### src/rtl/pwm_ctrl_if.sv
// Register port between the SPI slave and the PWM controller.
// The SPI slave is the master side: it drives address, write data and the write-enable level.
interface pwm_ctrl_if;
    logic [1:0] addr;
    logic [7:0] data_wr;
    logic       wr_en;
    logic [7:0] data_rd;

    modport master (output addr, data_wr, wr_en, input data_rd);
    modport slave  (input addr, data_wr, wr_en, output data_rd);
endinterface

### src/rtl/pwm_ctrl.sv
// Single-channel PWM: register decode on wr_en rising edges, double-buffered timing values,
// and a run/drain sequencer around a prescaler plus period counter.
module pwm_ctrl #(
    parameter logic [7:0] RESET_PERIOD = 8'hFF
) (
    input  logic       clk,
    input  logic       rst_n,
    pwm_ctrl_if.slave  bus,
    output logic       pwm_out,
    output logic       period_end
);

    typedef enum logic [1:0] {IDLE = 2'd0, RUN = 2'd1, DRAIN = 2'd2} state_t;

    state_t     state, state_nxt;
    logic       wr_en_q;
    logic       ctrl_en, ctrl_inv, ctrl_os;
    logic [7:0] presc_sh, period_sh, duty_sh;
    logic [7:0] presc_act, period_act, duty_act;
    logic [7:0] presc_nxt, period_nxt, duty_nxt;
    logic [7:0] pre_cnt, cnt;

    logic commit, wr_ctrl, en_wr1, en_wr0, upd;
    logic running, tick, pend;
    logic load, os_stop;

    // A level-held wr_en produces exactly one commit, on its rising edge.
    assign commit  = bus.wr_en & ~wr_en_q;
    assign wr_ctrl = commit && (bus.addr == 2'd0);
    assign en_wr1  = wr_ctrl &&  bus.data_wr[0];
    assign en_wr0  = wr_ctrl && !bus.data_wr[0];
    assign upd     = wr_ctrl &&  bus.data_wr[3];

    assign running = (state != IDLE);
    assign tick    = running && (pre_cnt == presc_act);
    assign pend    = tick && (cnt == period_act);

    // Shadow next values; also forwarded into the active copies on a same-cycle load.
    assign presc_nxt  = (commit && bus.addr == 2'd1) ? bus.data_wr : presc_sh;
    assign period_nxt = (commit && bus.addr == 2'd2) ? bus.data_wr : period_sh;
    assign duty_nxt   = (commit && bus.addr == 2'd3) ? bus.data_wr : duty_sh;

    always_ff @(posedge clk or negedge rst_n) begin
        if (!rst_n) state <= IDLE;
        else        state <= state_nxt;
    end

    always_comb begin
        state_nxt = state;
        case (state)
            IDLE:    if (en_wr1) state_nxt = RUN;
            RUN: begin
                if (pend && ctrl_os) state_nxt = IDLE;
                else if (en_wr0)     state_nxt = DRAIN;
            end
            DRAIN: begin
                if (en_wr1)    state_nxt = RUN;
                else if (pend) state_nxt = IDLE;
            end
            default: state_nxt = IDLE;
        endcase
    end

    always_comb begin
        load    = upd || pend || (state == IDLE && state_nxt == RUN);
        os_stop = (state == RUN) && pend && ctrl_os;
    end

    always_ff @(posedge clk or negedge rst_n) begin
        if (!rst_n) begin
            wr_en_q    <= 1'b0;
            ctrl_en    <= 1'b0;
            ctrl_inv   <= 1'b0;
            ctrl_os    <= 1'b0;
            presc_sh   <= 8'd0;
            period_sh  <= RESET_PERIOD;
            duty_sh    <= 8'd0;
            presc_act  <= 8'd0;
            period_act <= RESET_PERIOD;
            duty_act   <= 8'd0;
            period_end <= 1'b0;
        end else begin
            wr_en_q    <= bus.wr_en;
            period_end <= pend;
            presc_sh   <= presc_nxt;
            period_sh  <= period_nxt;
            duty_sh    <= duty_nxt;
            if (wr_ctrl) begin
                ctrl_en  <= bus.data_wr[0];
                ctrl_inv <= bus.data_wr[1];
                ctrl_os  <= bus.data_wr[2];
            end
            if (os_stop) ctrl_en <= 1'b0;
            if (load) begin
                presc_act  <= presc_nxt;
                period_act <= period_nxt;
                duty_act   <= duty_nxt;
            end
        end
    end

    // Counters sit at zero whenever the sequencer is, or is about to be, idle.
    always_ff @(posedge clk or negedge rst_n) begin
        if (!rst_n) begin
            pre_cnt <= 8'd0;
            cnt     <= 8'd0;
        end else if (state == IDLE || state_nxt == IDLE) begin
            pre_cnt <= 8'd0;
            cnt     <= 8'd0;
        end else if (tick) begin
            pre_cnt <= 8'd0;
            cnt     <= (cnt == period_act) ? 8'd0 : cnt + 8'd1;
        end else begin
            pre_cnt <= pre_cnt + 8'd1;
        end
    end

    assign pwm_out = ctrl_inv ^ (running && (cnt < duty_act));

    always_comb begin
        bus.data_rd = 8'd0;
        case (bus.addr)
            2'd0: bus.data_rd = {3'b000, running, 1'b0, ctrl_os, ctrl_inv, ctrl_en};
            2'd1: bus.data_rd = presc_sh;
            2'd2: bus.data_rd = period_sh;
            2'd3: bus.data_rd = duty_sh;
            default: bus.data_rd = 8'd0;
        endcase
    end

endmodule

### src/flat_wrapper.sv
// flat-port wrapper written by rule: the top's interface ports become plain ports
module pwm_ctrl_flat 
#(
    parameter logic [7:0] RESET_PERIOD = 8'hFF
)
  (clk, rst_n, pwm_out, period_end, bus_addr, bus_data_wr, bus_wr_en, bus_data_rd);
  pwm_ctrl_if bus_i ();
  input  logic clk;
  input  logic rst_n;
  output logic pwm_out;
  output logic period_end;
  input wire logic [$bits(bus_i.addr)-1:0] bus_addr;
  input wire logic [$bits(bus_i.data_wr)-1:0] bus_data_wr;
  input wire logic [$bits(bus_i.wr_en)-1:0] bus_wr_en;
  output wire logic [$bits(bus_i.data_rd)-1:0] bus_data_rd;
  assign bus_i.addr = bus_addr;
  assign bus_i.data_wr = bus_data_wr;
  assign bus_i.wr_en = bus_wr_en;
  assign bus_data_rd = bus_i.data_rd;
  pwm_ctrl #(.RESET_PERIOD(RESET_PERIOD)) u_core (.clk(clk), .rst_n(rst_n), .bus(bus_i), .pwm_out(pwm_out), .period_end(period_end));
endmodule
### config.mk
export PLATFORM = sky130hd
export DESIGN_NAME = pwm_ctrl_flat
export DESIGN_NICKNAME = d
export VERILOG_FILES = /design/src/rtl/pwm_ctrl_if.sv /design/src/rtl/pwm_ctrl.sv /design/src/flat_wrapper.sv
export SDC_FILE = /design/constraint.sdc
export NUM_CORES = 1
export LEC_CHECK = 0
export ABC_AREA = 1
export CAP_MARGIN = 5
export CORE_MARGIN = 2
export CORE_UTILIZATION = 59
export CTS_BUF_LIST = sky130_fd_sc_hd__clkbuf_8 sky130_fd_sc_hd__clkbuf_16
export CTS_CLUSTER_DIAMETER = 40
export DETAILED_ROUTE_END_ITERATION = 10
export GPL_ROUTABILITY_DRIVEN = 0
export GPL_TIMING_DRIVEN = 0
export PLACE_DENSITY = 0.79
export RECOVER_POWER = 50
export REMOVE_ABC_BUFFERS = 1
export SYNTH_ARGS = -nofsm -noshare
export SYNTH_HDL_FRONTEND = slang
export SYNTH_SLANG_ARGS = --single-unit
### constraint.sdc
create_clock -name clk -period 2.3 [get_ports clk]
set_clock_uncertainty 0.15 [all_clocks]
set_input_delay 0.345 -clock clk [delete_from_list [all_inputs] [get_ports clk]]
set_output_delay 0.345 -clock clk [all_outputs]
set_load 0.005 [all_outputs]
### After elaboration in Yosys (flattened, before gate mapping)

Index checks and enable logic that the tools add are counted.
Widths: inputs -> output; s select.

| storage, ports and cells | value |
|---|---|
| word-level logic and storage cells | 69 |
| memories kept | 0 |
| RAM bits | 0 |
| output and inout bits | 10 |
| flip-flop bits (word level) | 71 |
| memory bits (read-only) | 0 |
| bits of input ports | 13 |
| bits in latches | 0 |

| operators by class | value |
|---|---|
| divide/modulo/power cells | 0 |
| $mul | 0 |
| reduce and logical (&&, ||, !) cells | 24 |
| equal/unequal tests | 8 |
| order comparisons | 1 |
| muxes and demuxes | 17 |
| shift operators | 0 |
| $add $sub $neg | 2 |
| bitwise operators | 3 |

Operators by type and width:

| cell | number |
|---|---|
| $mux 8 | 8 |
| $pmux 8 s4 | 1 |
| $add 8x1->8 const B | 2 |
| $eq 8x8->1 | 2 |
| $logic_and 1x1->1 | 14 |
| $mux 2 | 5 |
| $lt 8x8->1 | 1 |
| $eq 2x1->1 const B | 3 |
| $eq 2x2->1 const B | 3 |
| $logic_not 2->1 | 3 |
| $pmux 2 s3 | 1 |
| $reduce_bool 2->1 | 3 |
| $logic_or 1x1->1 | 3 |
| $mux 1 | 2 |
| $and 1x1->1 | 1 |
| $logic_not 1->1 | 1 |
| $not 1->1 | 1 |
| $xor 1x1->1 | 1 |

### Logic depth before layout (Yosys ltp)

Gate-level depths: netlist (run 1).

| logic depth | value |
|---|---|
| depth in word-level cells | 10 |
| gate-level depth with buffers | 15 |
| depth with buffers taken out | 13 |

### Worst setup path after synthesis (run 1)

Ideal clock, no wire load.

| timing | value |
|---|---|
| path type | register to register |
| start point | reg u_core.period_act[7] |
| end point | reg u_core.cnt[7] |
| library setup time | 121 ps |
| data required time | 2029 ps |
| setup slack | 405 ps |
| path buffers | 1 |
| stages on the path, launching flop included | 15 |
| clock period less this slack | 1895 ps |
| arrival time | 1624 ps |
| cell sequence | dfstp_2 inv_1 nand2_1 nand2_1 nor2_1 nand2_1 nor2_4 nand2_2 nand2_1 nand2_1 nand2_2 nand2_2 nand2_4 buf_12 nor2_2 |

| on the way | value |
|---|---|
| word-level cells in the longest chain between the ends | 8 |
| elaborated cells between the ends (all ways) | 13 |
| classes of those cells | 1 x eq/ne; 7 x mux; 5 x reduce/logical |

Ends and longest elaborated chain:

| element | line | text |
|---|---|---|
| start: declaration | pwm_ctrl.sv:19 | `logic [7:0] presc_act, period_act, duty_act;` |
| start signal: assignment | pwm_ctrl.sv:96 | `period_act <= period_nxt;` |
| $eq 8x8->1 * | pwm_ctrl.sv:36, pwm_ctrl.sv:112 |  |
| $logic_and 1x1->1 | pwm_ctrl.sv:36 | `assign pend = tick && (cnt == period_act);` |
| $mux 2 / $logic_and 1x1->1 (equally long branches) | pwm_ctrl.sv:58, pwm_ctrl.sv:53 |  |
| $mux 2, on equally long branches | pwm_ctrl.sv:57, pwm_ctrl.sv:53 |  |
| $pmux 2 s3 | pwm_ctrl.sv:50 | `case (state)` |
| $logic_not 2->1 | pwm_ctrl.sv:107 | `end else if (state == IDLE \|\| state_nxt == IDLE) begin` |
| $logic_or 1x1->1 | pwm_ctrl.sv:107 |  |
| $mux 8 / $reduce_bool 2->1 (equally long branches) | n/a |  |
| end signal: assignment | pwm_ctrl.sv:112 | `cnt <= (cnt == period_act) ? 8'd0 : cnt + 8'd1;` |
| end: declaration | pwm_ctrl.sv:21 | `logic [7:0] pre_cnt, cnt;` |

Mark *: on every way between the ends. The rest lies on a longest branch, timed or not. The select of a mux whose other input is x is not followed.
A chain may end at the register's enable or synchronous reset.

### Worst setup path in the final report (run 1)

| timing | value |
|---|---|
| start point | reg u_core.cnt[1] |
| end point | out pwm_out |

| on the way | value |
|---|---|
| word-level cells in the longest chain between the ends | 3 |

Ends and longest elaborated chain:

| element | line | text |
|---|---|---|
| $lt 8x8->1 | pwm_ctrl.sv:118 | `assign pwm_out = ctrl_inv ^ (running && (cnt < duty_act));` |
| $logic_and 1x1->1 | pwm_ctrl.sv:118 |  |
| $xor 1x1->1 | pwm_ctrl.sv:118 |  |
| end: declaration | flat_wrapper.sv:10 | `output logic pwm_out;` |

No other way between the ends.

==> results.yml, run 1 <==
outcome:
  status: "finished with violations"
  violations: "max-capacitance violations, max-slew violations, negative setup slack"
yosys:
  ys_ff_latch: 71
  syn_inst: 455
  ys.flop_type: "dfrtp_1"
  syn_area_per_cell_um2: 8.148
  synth_seq_area_share: 0.4846
  synth_area_um2: 3707
  synth-async-reset-ratio: 1.000
  synth-edff-count: 0
  ys_warn_count: 0
  synth_cell_type_count: 39
layout:
  final_cells: 574
  nets: 516
  final_common_cell: "nand2_1"
  final_cell_mix: "nand2_1, inv_1, o21ai_0"
  diodes: 0
  syn2layout_area_growth_pct: 19.47
  drive_above_1_share: 0.2084
power_and_ir_drop:
  vdd_drop_max_v: 0.0004684
  cellLeakagePower_nw: 2.071
  power_mw: 4.129
  power.density_nw_per_um2: 932.1
floorplan:
  die_area_um2: 6934
  row_count: 28
  initial_core_util: 0.6188
  num_io_pins: 23
  core_area_um2: 5991
  dieHeight_um: 83.27
  die_w_um: 83.27
setup_path:
  critPathBufInv: 1
  r2r_slack_ps: 60
  worstRegToRegCells: 14
  critPathMostFrequentCell: "nand2_1"
  crit_chain: "ha_4 -> o21ai_2 -> nand2_1 -> nand3_1 -> nand2_1 -> nand4_1 -> nand3_2 -> xor2_1 -> buf_2"
  crit_type: "reg -> out"
  r2r-end: "u_core.cnt[5]$_DFFE_PN0P_"
  critPathSlowestCell: "dfrtp_1"
  arrival_ps: 1850
  critical-path-top-delay-family: "simple AND/OR/NAND/NOR gates"
  rr_startpoint: "u_core.cnt[1]$_DFFE_PN0P_"
  end_kind: "primary output"
  startpoint_type: "flop"
  cp.required_ps: 1800
  slowest_delay_ps: 420
  path_max_fanout: 2
clock_tree:
  cts_buffers: 9
  cts_tree: "done"
  cts_root_buffer: "clkbuf_8"
  clk_latency_ps: 340
  hold_buffers: 0
  clkSinkCount: 71
  cts_max_path_buffers: 2
  h-tree-depth: 3
  clkTransAtPathRegs_ps: 70
timing:
  hold_violations: 0
  rsz0062_at_grt: "yes"
  worst_pin_slew_ps: 1727
  final_min_period_over_clock_period: 1.021
  max_freq_mhz: 425.8
  final-max-slew-violation-count: 72
  finalCriticalPeriod_ps: 2349
  fin_ws_ps: -48.51
  finalSetupViolCount: 6
  slew_headroom: -0.1514
global_route:
  grt_usage: 0.2664
  grt_pass1_wl_mm: 14.81
  grt_pass1_vias: 3054
  gr-total-overflow: 0
  antenna_found_initial: 0
  grt_max_degree: 72
placement:
  port_buffers: 22
  post-place-cells: 542
  hpwl_mm: 5.578
drt:
  drtIter0Drc: 298
  first_pass_iters: 5
  dr_wl_met2_mm: 4.135
  routed_via_density: 5.537
  ant_nets: 0
  wl_per_cell_um: 15.45
  routed.top_layer: "met4"
  dr_wl_met3_um: 537
  wl_mm: 8.870
  via_count: 3178
  wl_met1_mm: 3.996
  drcViolationCount: 0
worst_hold_path:
  hp-class: "in -> async"
job:
  drv_cap: 1
-- worst max-delay path by stage --
stage | start | to | slack [ps] | depth (start not counted)
after global placement | rst_n | u_core.presc_sh[7]$_DFF_PN0_ | -1640 | 1
after CTS | u_core.cnt[1]$_DFFE_PN0P_ | pwm_out | -70 | 9
after detailed placement | bus_wr_en | u_core.presc_act[0]$_DFFE_PN0P_ | -730 | 9
after floorplan | bus_wr_en | u_core.duty_act[0]$_DFFE_PN0P_ | 50 | 6
after global routing | u_core.cnt[1]$_DFFE_PN0P_ | pwm_out | -90 | 9
final | u_core.cnt[1]$_DFFE_PN0P_ | pwm_out | -50 | 9
-- worst reg2reg max path: stages (launching register included) --
cell     delay [ps]
dfrtp_1         420
buf_4           140
buf_4           130
inv_1            60
nand2_1          60
a21oi_1         160
nand2_1         100
nor2_4          180
nand2_4         120
nand2_1          90
nand2_1          60
nand2_2          90
nand2_2          70
nand2_4         210
nor2_1           80
-- where the power goes --
part	leakage [nW]	total, mW	switching (mW)	internal (mW)
logic	1.08	1.22	0.760	0.459
clock network	0.113	1.14	0.490	0.646
registers	0.880	1.77	0.184	1.59
total	2.07	4.13	1.43	2.69
-- flip-flops by register name, indices dropped and copies added, names as in the netlist --
name               flops
u_core.cnt             8
u_core.duty_act        8
u_core.duty_sh         8
u_core.period_act      8
u_core.period_sh       8
u_core.pre_cnt         8
u_core.presc_act       8
u_core.presc_sh        8
u_core.state           2
u_core.ctrl_en         1
u_core.ctrl_inv        1
u_core.ctrl_os         1
u_core.period_end      1
u_core.wr_en_q         1
-- through the flow --
step                      hold WS [ps]    util  TNS [ps]  instance area [um2]  worst slack [ps]
final                            284.6  0.7393    -123.1                 4429            -48.51
after global placement           331.6  0.6560   -131690                 3930             -1636
after CTS                        3.636  0.7243    -68.11                 4339            -68.11
after floorplan                 -100.6       -         0                 3616             46.94
after global routing             387.2  0.7393     -1589                 4429            -89.92
after detailed placement         339.9  0.6602    -21630                 3955            -728.0
-- Yosys cell counts (4+ instances only) --
cell type | n | area, um2
a21oi_1 | 9 | 45.04
buf_6 | 4 | 45.04
dfrtp_1 | 55 | 1376
dfstp_2 | 16 | 420.4
ha_1 | 9 | 112.6
inv_1 | 66 | 247.7
nand2_1 | 131 | 491.7
nand2_2 | 4 | 25.02
nand3_1 | 18 | 90.09
nor2_1 | 25 | 93.84
nor2_2 | 12 | 75.07
nor3_1 | 6 | 30.03
o21ai_0 | 53 | 265.3
or2_2 | 4 | 25.02
xor2_1 | 6 | 52.55
-- what timing repair did --
item                                   CTS  global route
cloned                                   1             0
resized for setup                       19            19
endpoints found under the hold margin    0             0
setup endpoints to repair               33            29
pin swaps                                4             7
buffers inserted                        10             5
-- layer usage --
metal / GRT usage / vias up
li1: - / 1517
met1: 0.3719 / 1516
met2: 0.4069 / 120
met3: 0.05368 / 25
met4: 0.1118 / 0
met5: 0 / -
-- final cells by class --
class,instances,area (um2)
flip-flops and latches,71,1803
multi-input cells,305,1679
fillers,423,1562
repair buffers,38,360.3
inverters,69,261.5
clock buffers,10,137.6
clock inverters,6,93.84
well taps,75,93.84
-- cell families after synthesis --
family | Yosys count | share of synthesized area
DFF | 71 | 0.4846
buffers and inverters | 80 | 0.09450
AOI/OAI and AO/OA | 78 | 0.1222
adders and majority gates | 9 | 0.03038
xor gates and xnor gates | 8 | 0.01890
and+or+nand+nor | 209 | 0.2494
No activity file was read; power rests on OpenSTA's default activity.
==> inputs of run 2 (changes only) <==
Settings changed: REMOVE_ABC_BUFFERS 1 to default.
==> run 2 against run 1 <==
Net effect: the flow finishes with violations (max-capacitance violations, max-slew violations); sequential share of layout area is 1.1 points higher; wire length fell by 3.0%; fmax is 5.2% higher; setup slack better by 120 ps; sequential power about the same; critical endpoint unchanged; largest power group unchanged; cell count is 0.52% higher; critical path depth shrank 2; total power fell by 5.2%; combinational power about the same; non-clock buffer count grew 3; design area decreased by 2.7%; first-iteration DRC count fell by 28%.
==> results.yml, run 2 (same netlist as run 1, synthesis figures left out) <==
floorplan:
  core_area_um2: 5991
  num_io_pins: 23
  row_count: 28
  die_area_um2: 6934
  initial_core_util: 0.6188
  die_w_um: 83.27
  dieHeight_um: 83.27
drt:
  routed_via_density: 5.402
  ant_nets: 0
  first_pass_iters: 5
  via_count: 3117
  wl_per_cell_um: 14.91
  wl_mm: 8.605
  drtIter0Drc: 216
  drcViolationCount: 0
clock_tree:
  clkTransAtPathRegs_ps: 70
  cts_buffers: 9
  cts_max_path_buffers: 2
  clk_latency_ps: 340
  cts_root_buffer: "clkbuf_8"
  clkSinkCount: 71
  h-tree-depth: 3
  cts_tree: "done"
layout:
  diodes: 0
  syn2layout_area_growth_pct: 16.27
  final_common_cell: "nand2_1"
  seq_area_um2: 1802
  n_fill_cell: 448
  fin_util: 0.7195
  drive_above_1_share: 0.1912
  nets: 519
  final_cells: 577
  final_cell_mix: "nand2_1, inv_1, dfrtp_1"
  multi_input_area_um2: 1609
global_route:
  gr-total-overflow: 0
  grt_pass1_wl_mm: 14.37
  grt_pass1_vias: 3044
  antenna_found_initial: 0
  grt_max_degree: 72
  grt_usage: 0.2602
setup_path:
  rr_startpoint: "u_core.period_act[0]$_DFFE_PN1P_"
  startpoint_type: "flop"
  worstRegToRegCells: 12
  path_max_fanout: 2
  r2r_slack_ps: 90
  critPathLaunch: "u_core.cnt[3]$_DFFE_PN0P_"
  worstSetupEndpoint: "pwm_out"
  crit_type: "reg -> out"
  arrival_ps: 1740
  cp.required_ps: 1800
  r2r-end: "u_core.cnt[7]$_DFFE_PN0P_"
  end_kind: "primary output"
power_and_ir_drop:
  power_mw: 3.916
  vdd_drop_max_v: 0.0006161
  cellLeakagePower_nw: 2.051
  power.density_nw_per_um2: 908.4
timing:
  final-max-slew-violation-count: 72
  worst_pin_slew_ps: 1730
  max_freq_mhz: 448.0
  setup_tns_ps: 0
  final_min_period_over_clock_period: 0.9706
  finalSetupViolCount: 0
  hold_violations: 0
  rsz0062_at_grt: "yes"
  slew_headroom: -0.1535
  finalCriticalPeriod_ps: 2232
placement:
  post-place-cells: 552
  port_buffers: 22
  hpwl_mm: 5.951
worst_hold_path:
  hp-class: "in -> async"
outcome:
  status: "finished with violations"
  violations: "max-capacitance violations, max-slew violations"
job:
  drv_cap: 1
yosys:
  syn_nets: 477
## run 2: changes by cell type in the layout (fill, tap and decap cells not counted), moves of 3 or more
cell / before / now
a21oi_1: 6 / 9
a21oi_2: 5 / 2
buf_4: 13 / 8
buf_6: 1 / 4
clkbuf_1: 0 / 3
clkinv_2: 0 / 3
clkinv_4: 3 / 0
ha_1: 6 / 9
ha_4: 3 / 0
o21ai_1: 1 / 5
## run 2: how the worst min path moves through the flow
stage | to | slack, ps | cells past startpoint
detailed placement | u_core.period_act[4]$_DFFE_PN1P_ | 350 | 2
global route | u_core.wr_en_q$_DFF_PN0_ | 360 | 1
CTS | u_core.cnt[0]$_DFFE_PN0P_ | 20 | 1
finish | u_core.cnt[1]$_DFFE_PN0P_ | 300 | 1
global placement | u_core.period_act[4]$_DFFE_PN1P_ | 330 | 2
floorplan | u_core.cnt[0]$_DFFE_PN0P_ | -100 | 0
## run 2: layer usage
metal / GRT usage / wire, um
met5: 0 / 0
met4: 0.1311 / 276
met3: 0.04970 / 487
met2: 0.3981 / 3911
met1: 0.3547 / 3930
## run 2: layout make-up
type                            count  area share
Multi-Input combinational cell    305      0.3733
Sequential cell                    71      0.4180
Clock buffer                       10     0.03193
Timing Repair Buffer               30     0.06038
Buffer                             11     0.02119
Inverter                           69     0.06125
Clock inverter                      6     0.01219
Tap cell                           75     0.02177
## run 2: what timing repair did
item / CTS / global route
buffers inserted: 3 / 5
hold buffers: 0 / 0
gates cloned: 1 / 0
endpoints found under the setup margin: 9 / 39
pin swaps: 1 / 6
resized for setup: 18 / 16
## run 2: critical path, cell delays in order, from the launching register on
cell	delay (ps)
dfrtp_2	420
ha_1	310
a21oi_1	140
nand2_1	70
nand4_1	80
nand3_2	110
xor2_1	150
buf_2	120
## run 2: metrics by stage
step	setup slack [ps]	hold slack, ps	area (um2)
after floorplan	404.7	-100.6	3707
final	67.63	296.0	4310
after CTS	-73.64	16.05	4274
after global placement	-1622	332.1	4021
after detailed placement	-278.6	345.0	4019
after global routing	-11.08	363.3	4310
## run 2: power by group
group / switching, mW / leakage [nW] / internal [mW] / total, mW
Combinational: 0.732 / 1.06 / 0.457 / 1.19
Clock: 0.453 / 0.108 / 0.518 / 0.970
Sequential: 0.167 / 0.881 / 1.59 / 1.76
